## src/rtl/phaser_arb_pkg.sv

```systemverilog
// Shared state encodings and helpers for the phaser run/stopped arbiter.
// Build option PHASER_ARB_RR_EN switches the picker to round-robin.
package phaser_arb_pkg;

    localparam int NREQ_MAX = 8;
    localparam int IDXW     = 3;

    localparam logic [2:0] RUN       = 3'd0;
    localparam logic [2:0] STOP      = 3'd1;
    localparam logic [2:0] HELD      = 3'd2;
    localparam logic [2:0] STEP_GO   = 3'd3;
    localparam logic [2:0] STEP_WAIT = 3'd4;

    function automatic logic [IDXW-1:0] onehot_to_idx(input logic [NREQ_MAX-1:0] oh);
        logic [IDXW-1:0] idx;
        idx = '0;
        for (int i = 0; i < NREQ_MAX; i++) begin
            if (oh[i]) idx = IDXW'(i);
        end
        return idx;
    endfunction

endpackage

```

## src/rtl/phaser_arb_pick.sv

```systemverilog
// Combinational requester picker: fixed priority (index 0 wins) by default,
// round-robin starting after the last grantee when PHASER_ARB_RR_EN is defined.
module phaser_arb_pick
    import phaser_arb_pkg::*;
#(
    parameter int NREQ = 4
) (
    input  logic [NREQ-1:0] req,
`ifdef PHASER_ARB_RR_EN
    input  logic [IDXW-1:0] last,
`endif
    output logic [NREQ-1:0] pick
);

`ifdef PHASER_ARB_RR_EN
    int   idx;
    logic found;

    // Walk the requesters starting one past the previous grantee, wrapping at NREQ.
    always_comb begin
        pick  = '0;
        found = 1'b0;
        idx   = 0;
        for (int k = 0; k < NREQ; k++) begin
            idx = (int'(last) + 1 + k) % NREQ;
            for (int i = 0; i < NREQ; i++) begin
                if (!found && (i == idx) && req[i]) begin
                    pick[i] = 1'b1;
                    found   = 1'b1;
                end
            end
        end
    end
`else
    logic found;

    always_comb begin
        pick  = '0;
        found = 1'b0;
        for (int i = 0; i < NREQ; i++) begin
            if (!found && req[i]) begin
                pick[i] = 1'b1;
                found   = 1'b1;
            end
        end
    end
`endif

endmodule

```

## src/rtl/phaser_run_arb.sv

```systemverilog
// Stops the 65C02 via the phaser run input, grants one stop requester, sequences
// single steps and counts CPU cycles. PHASER_ARB_RR_EN selects round-robin picking.
module phaser_run_arb
    import phaser_arb_pkg::*;
#(
    parameter int NREQ = 4,
    parameter int CNTW = 32
) (
    input  logic            clk6x,
    input  logic            reset,
    input  logic [NREQ-1:0] req,
    input  logic            step,
    input  logic            stopped,
    input  logic            release_cs,
    output logic            run,
    output logic [NREQ-1:0] grant,
    output logic            step_done,
    output logic            busy,
    output logic [CNTW-1:0] cyc_cnt
);

    logic [2:0]      state, state_n;
    logic            run_n, step_done_n;
    logic            seen, seen_n;
    logic [NREQ-1:0] grant_n, pick;
    logic            grantee_req;

    assign grantee_req = |(req & grant);

`ifdef PHASER_ARB_RR_EN
    logic [IDXW-1:0] last;

    always_ff @(posedge clk6x) begin
        if (reset)
            last <= IDXW'(NREQ - 1);
        else if ((grant == '0) && (grant_n != '0))
            last <= onehot_to_idx(NREQ_MAX'(grant_n));
    end

    phaser_arb_pick #(.NREQ(NREQ)) u_pick (
        .req  (req),
        .last (last),
        .pick (pick)
    );
`else
    phaser_arb_pick #(.NREQ(NREQ)) u_pick (
        .req  (req),
        .pick (pick)
    );
`endif

    always_comb begin
        state_n     = state;
        run_n       = 1'b0;
        grant_n     = grant;
        step_done_n = 1'b0;
        seen_n      = seen;
        case (state)
            RUN: begin
                grant_n = '0;
                if (|req) state_n = STOP;
                else      run_n   = 1'b1;
            end
            STOP: begin
                if (stopped) begin
                    if (|req) begin
                        grant_n = pick;
                        state_n = HELD;
                    end else begin
                        state_n = RUN;
                        run_n   = 1'b1;
                    end
                end
            end
            HELD: begin
                if (step && grantee_req) begin
                    state_n = STEP_GO;
                    run_n   = 1'b1;
                    seen_n  = 1'b0;
                end else if (!grantee_req) begin
                    // A released grant leaves one idle cycle before the next grantee.
                    if (!(|req)) begin
                        grant_n = '0;
                        state_n = RUN;
                        run_n   = 1'b1;
                    end else if (grant != '0) begin
                        grant_n = '0;
                    end else begin
                        grant_n = pick;
                    end
                end
            end
            STEP_GO: begin
                state_n = STEP_WAIT;
            end
            STEP_WAIT: begin
                // stopped is stale until the stepped cycle has actually released.
                if (release_cs) seen_n = 1'b1;
                if (seen && stopped) begin
                    step_done_n = 1'b1;
                    state_n     = HELD;
                end
            end
            default: begin
                state_n = STOP;
            end
        endcase
    end

    always_ff @(posedge clk6x) begin
        if (reset) begin
            state     <= STOP;
            run       <= 1'b0;
            grant     <= '0;
            step_done <= 1'b0;
            busy      <= 1'b1;
            seen      <= 1'b0;
        end else begin
            state     <= state_n;
            run       <= run_n;
            grant     <= grant_n;
            step_done <= step_done_n;
            busy      <= (state_n != RUN);
            seen      <= seen_n;
        end
    end

    always_ff @(posedge clk6x) begin
        if (reset)
            cyc_cnt <= '0;
        else if (release_cs)
            cyc_cnt <= cyc_cnt + CNTW'(1);
    end

endmodule

```

## config.mk

```make
export PLATFORM = sky130hd
export DESIGN_NAME = phaser_run_arb
export DESIGN_NICKNAME = d
export VERILOG_FILES = /design/src/rtl/phaser_arb_pkg.sv /design/src/rtl/phaser_arb_pick.sv /design/src/rtl/phaser_run_arb.sv
export SDC_FILE = /design/constraint.sdc
export NUM_CORES = 1
export LEC_CHECK = 0
export CAP_MARGIN = 20
export CORE_AREA = 2 2 55 95
export CTS_CLUSTER_SIZE = 28
export DETAILED_ROUTE_END_ITERATION = 7
export DIE_AREA = 0 0 57 97
export GPL_ROUTABILITY_DRIVEN = 1
export HOLD_SLACK_MARGIN = 0.06
export PLACE_DENSITY = 0.73
export REMOVE_ABC_BUFFERS = 1
export SLEW_MARGIN = 20
export SYNTH_ARGS = -nofsm -noshare
export SYNTH_HDL_FRONTEND = slang
export SYNTH_SLANG_ARGS = --single-unit
```

## constraint.sdc

```tcl
create_clock -name clk6x -period 1.9 [get_ports clk6x]
set_clock_uncertainty 0.05 [all_clocks]
set_input_delay 0.38 -clock clk6x [delete_from_list [all_inputs] [get_ports clk6x]]
set_output_delay 0.38 -clock clk6x [all_outputs]
set_load 0.02 [all_outputs]
```

==> implementation parameters <==
Parameter                              Value

Cells and area
  Post-layout instance count excluding filler cells ... 381
  Area taken by multi-input logic gates ... 1170 µm²
  Layout-stage area growth over the synthesis result ... 52.5%
  Ratio of cells with drive above 1 in the final layout ... 0.292
  Ant diodes ... 0
  Final instance area ... between 3000 and 4000 µm²
  Number of nets at the end of the flow ... roughly 340
  Area taken by flip-flops and latches ... 880 µm²
  Fraction of the core area covered by cells at the end of the flow ... 0.664
  Filler Cells Inserted ... 412

Timing
  Unrepaired setup endpoints after global routing ... yes
  Pins over their slew limit ... 0
  Actual slew at the worst max-slew pin ... about 0.36 ns
  Final worst-path cycle share ... 1.05
  Smallest setup slack after layout ... -0.101 ns
  Setup Viol. Count Final ... 6
  Final critical path time including I/O delays and setup ... about 2.0 ns
  Final count of hold timing violations ... 0
  Worst hold slack ... roughly 0.45 ns
  Relative slew slack ... 0.757
  Max Clk Rate ... ~500 MHz

Pwr
  Leak Pwr ... 1.12 nW
  Internal Dissipation ... roughly 1.4 mW
  Sequential fraction of design power ... 0.502
  Total power per unit cell area ... ~600 nW/µm²
  Sw frac ... 0.232
  Overall power consumption ... roughly 1.9 mW
  Portion of total power attributed to combinational logic ... 0.099
  Clock network fraction of design power ... 0.399
  Peak supply drop ... between 0.5 and 0.6 mV
  Net switching power of the design ... around 0.44 mW

Setup path
  Master of the slowest instance on the critical path ... sky130_fd_sc_hd__or4_4
  Max FO, Critical Path ... 8
  Arrival time of the worst setup path ... between 2 and 2.5 ns
  Cell-by-cell trace of the critical path ... buf_12 -> nand4_4 -> or4_4 -> buf_6 -> or4b_1 -> a21oi_1
  Crit-path leading delay family ... simple AND/OR/NAND/NOR gates
  Max stage delay on crit path ... 0.53 ns
  Endpoint type of the worst setup path ... flip-flop
  Classification of the worst setup path ... reg -> reg
  Number of buffer and inverter stages on the critical path ... 2
  Worst Setup Start Kind ... flip-flop
  Worst Path Required ... about 2.1 ns

Placement
  Instance count after placement with tap cells included ... roughly 360
  Final weighted congestion in routability-driven placement ... a little under 0.8
  Placed cell area ... approximately 2800 µm²
  Port Buf Inserts ... 47
  Half-perimeter wire length after placement ... 3650 µm

Synthesis
  Fraction of registers with async set/reset ... 0
  Commonest register cell after synthesis ... sky130_fd_sc_hd__dfxtp_1
  Synth unique cells ... 44
  Synth warn ... 0
  EDFF count, synth ... 0
  Number of standard cells after synthesis ... around 240
  #FFs+latches synth ... 43
  Summed instance area of the synthesized netlist ... about 2000 µm²
  Mean post-synth cell area ... slightly below 9 µm²
  Sequential cell area fraction in the yosys report ... 0.420

CTS
  CTS tree ... done
  Clock network latency to the later pin of the worst-skew pair ... 0.30 ns
  Number of levels in the clock H-tree ... 2
  Number of buffers created by CTS ... 5
  Clock root cell ... sky130_fd_sc_hd__clkbuf_8
  Clk pin slew, worst setup/hold paths ... ~0.09 ns
  Sink Count ... between 40 and 50
  Maximum clock path buffer count ... 2
  Count of hold-fix buffers inserted at cts ... 0

Global routing
  GRT Total Usage ... 0.205
  Pin count of the biggest net entering global routing ... 27
  Gr ovfl total ... 0
  Wire length of the first global-routing pass ... a little over 9000 µm
  Vias in the first global route ... 2,148
  Antenna violations before repair ... 0

Floorplanning
  IO Pins ... 48
  Die outline area ... around 5500 µm²
  Initial core utilization ... 0.435
  DIE WIDTH ... ~57 µm
  Total core area ... around 4700 µm²
  DIE HEIGHT ... a little under 100 µm
  Rows ... 33

Route
  DRC violation count after routing ... 0
  Total length of routed wires ... about 5400 µm
  DR pass1 iterations ... 4
  Number of vias after detailed routing ... 2,120
  DRC violation total after the first TritonRoute iteration ... 50
  Post-detailed-route wirelength per cell ... about 14 µm
  Number of nets with antenna violations after routing ... 0
  Vias per cell ... 5.56

Run status
  Status ... complete, but fails checks
  Failing checks ... negative setup slack

Hold path
  Worst hold path class ... reg -> reg

Run
  Reported max-cap violation count ... 0
==> worst register-to-register path, stage by stage, from the launching register on <==
cell	delay, ns
sky130_fd_sc_hd__dfxtp_4	0.38
sky130_fd_sc_hd__buf_12	0.10
sky130_fd_sc_hd__nand4_4	0.09
sky130_fd_sc_hd__or4_4	0.53
sky130_fd_sc_hd__buf_6	0.15
sky130_fd_sc_hd__or4b_1	0.50
sky130_fd_sc_hd__a21oi_1	0.13
==> logic make-up (layout without fill, tap and decap cells) <==
logic type,after synthesis,in the layout,share of synthesized area
AOI/OAI and AO/OA,53,53,0.147
xor gates and xnor gates,11,11,0.0470
adders and majority gates,1,1,0.00610
buffers and inverters,17,111,0.0372
DFF,43,43,0.420
muxes,7,7,0.0354
and+or+nand+nor,103,103,0.308
==> synth_stat cells, types with 2 or more instances <==
master / number / share of area
sky130_fd_sc_hd__mux2i_1: 5 / 0.024
sky130_fd_sc_hd__a21oi_1: 27 / 0.066
sky130_fd_sc_hd__clkbuf_1: 7 / 0.013
sky130_fd_sc_hd__nand4_1: 10 / 0.031
sky130_fd_sc_hd__nand4b_1: 2 / 0.0085
sky130_fd_sc_hd__nand3b_1: 2 / 0.0073
sky130_fd_sc_hd__mux2_2: 2 / 0.011
sky130_fd_sc_hd__xor2_1: 6 / 0.026
sky130_fd_sc_hd__xnor2_1: 5 / 0.021
sky130_fd_sc_hd__or3_1: 7 / 0.021
sky130_fd_sc_hd__buf_1: 2 / 0.0037
sky130_fd_sc_hd__nand2_1: 13 / 0.024
sky130_fd_sc_hd__and4_1: 2 / 0.0085
sky130_fd_sc_hd__or3_2: 5 / 0.018
sky130_fd_sc_hd__nand2b_1: 5 / 0.015
sky130_fd_sc_hd__o31ai_1: 7 / 0.026
sky130_fd_sc_hd__nor3_1: 5 / 0.012
sky130_fd_sc_hd__nor2_1: 17 / 0.031
sky130_fd_sc_hd__a22oi_1: 2 / 0.0073
sky130_fd_sc_hd__or2_2: 2 / 0.0061
sky130_fd_sc_hd__o21ai_0: 12 / 0.029
sky130_fd_sc_hd__nand4_4: 2 / 0.021
sky130_fd_sc_hd__nor2b_1: 2 / 0.0061
sky130_fd_sc_hd__dfxtp_1: 43 / 0.42
sky130_fd_sc_hd__inv_1: 5 / 0.0092
sky130_fd_sc_hd__nor4b_1: 2 / 0.0085
sky130_fd_sc_hd__or4_1: 9 / 0.033
sky130_fd_sc_hd__nand3_1: 11 / 0.027
==> cell usage in the layout, fill, tap and decap left out, types with 6 or more instances in the layout <==
| master | n |
|---|---|
| sky130_fd_sc_hd__a21oi_2 | 6 |
| sky130_fd_sc_hd__o21ai_0 | 12 |
| sky130_fd_sc_hd__dfxtp_1 | 32 |
| sky130_fd_sc_hd__xor2_1 | 6 |
| sky130_fd_sc_hd__or4_1 | 8 |
| sky130_fd_sc_hd__nand3_1 | 10 |
| sky130_fd_sc_hd__nor2_1 | 17 |
| sky130_fd_sc_hd__dfxtp_2 | 9 |
| sky130_fd_sc_hd__nand4_1 | 10 |
| sky130_fd_sc_hd__buf_4 | 45 |
| sky130_fd_sc_hd__a21oi_1 | 21 |
| sky130_fd_sc_hd__clkdlybuf4s50_1 | 45 |
| sky130_fd_sc_hd__clkbuf_8 | 6 |
| sky130_fd_sc_hd__nand2_1 | 13 |
| sky130_fd_sc_hd__o31ai_1 | 6 |
==> path summary, 6_finish.rpt <==
check | depth (start not counted) | startpoint | end | slack, ns
setup / recovery | 6 | cyc_cnt[1] | cyc_cnt[31] | -0.10
hold / removal | 2 | cyc_cnt[31] | cyc_cnt[31] | 0.45
setup reg to reg | 6 | cyc_cnt[1] | cyc_cnt[31] | -0.10
hold reg to reg | 2 | cyc_cnt[31] | cyc_cnt[31] | 0.45
==> through the flow <==
stage                     setup WS (ns)  TNS [ns]
final                            -0.101    -0.336
after global routing             -0.145     -1.01
after detailed placement         -0.601    -10.42
after CTS                       -0.0951    -0.573
after global placement           -0.573     -9.60
after floorplan                  -0.328     -3.14
==> cell type report <==
| type | count | area share |
|---|---|---|
| multi-input combinational | 175 | 0.375 |
| clock buffer | 6 | 0.0264 |
| sequential | 43 | 0.281 |
| inverter | 5 | 0.00600 |
| clock inverter | 2 | 0.0112 |
| timing repair buffer | 98 | 0.279 |
| tap | 52 | 0.0208 |
==> state kept, by name, indices dropped and copies added (netlist names) <==
register   flops
cyc_cnt       32
busy           1
state          3
seen           1
run            1
grant          4
step_done      1
==> metal layers <==
layer  vias up  GRT usage  part of all wire  wire length [µm]
met5         -          0                 0                 0
met4         0     0.0930             0.028               150
met3        13     0.0321             0.031               170
met2        46      0.374              0.55              2970
met1      1002      0.222              0.39              2110
li1       1059          -                 -                 -
==> power groups by stage <==
stage                     Clock (mW)  Combinational [mW]  Sequential (mW)
final                          0.751               0.186            0.943
after floorplan                    0              0.0673            0.970
after detailed placement           0               0.168            0.962
after CTS                      0.753               0.185            0.942
after global routing           0.791               0.202            0.945
after global placement             0               0.166            0.962
==> what timing repair did <==
| item | CTS | global route |
|---|---|---|
| setup buffers | 6 | 1 |
| gates resized for setup | 16 | 15 |
| setup endpoints to repair | 16 | 20 |
| pin swaps | 13 | 1 |
| gates cloned | 2 | 0 |
| endpoints found under the hold margin | 0 | 0 |
No activity file was read; power rests on OpenSTA's default activity.
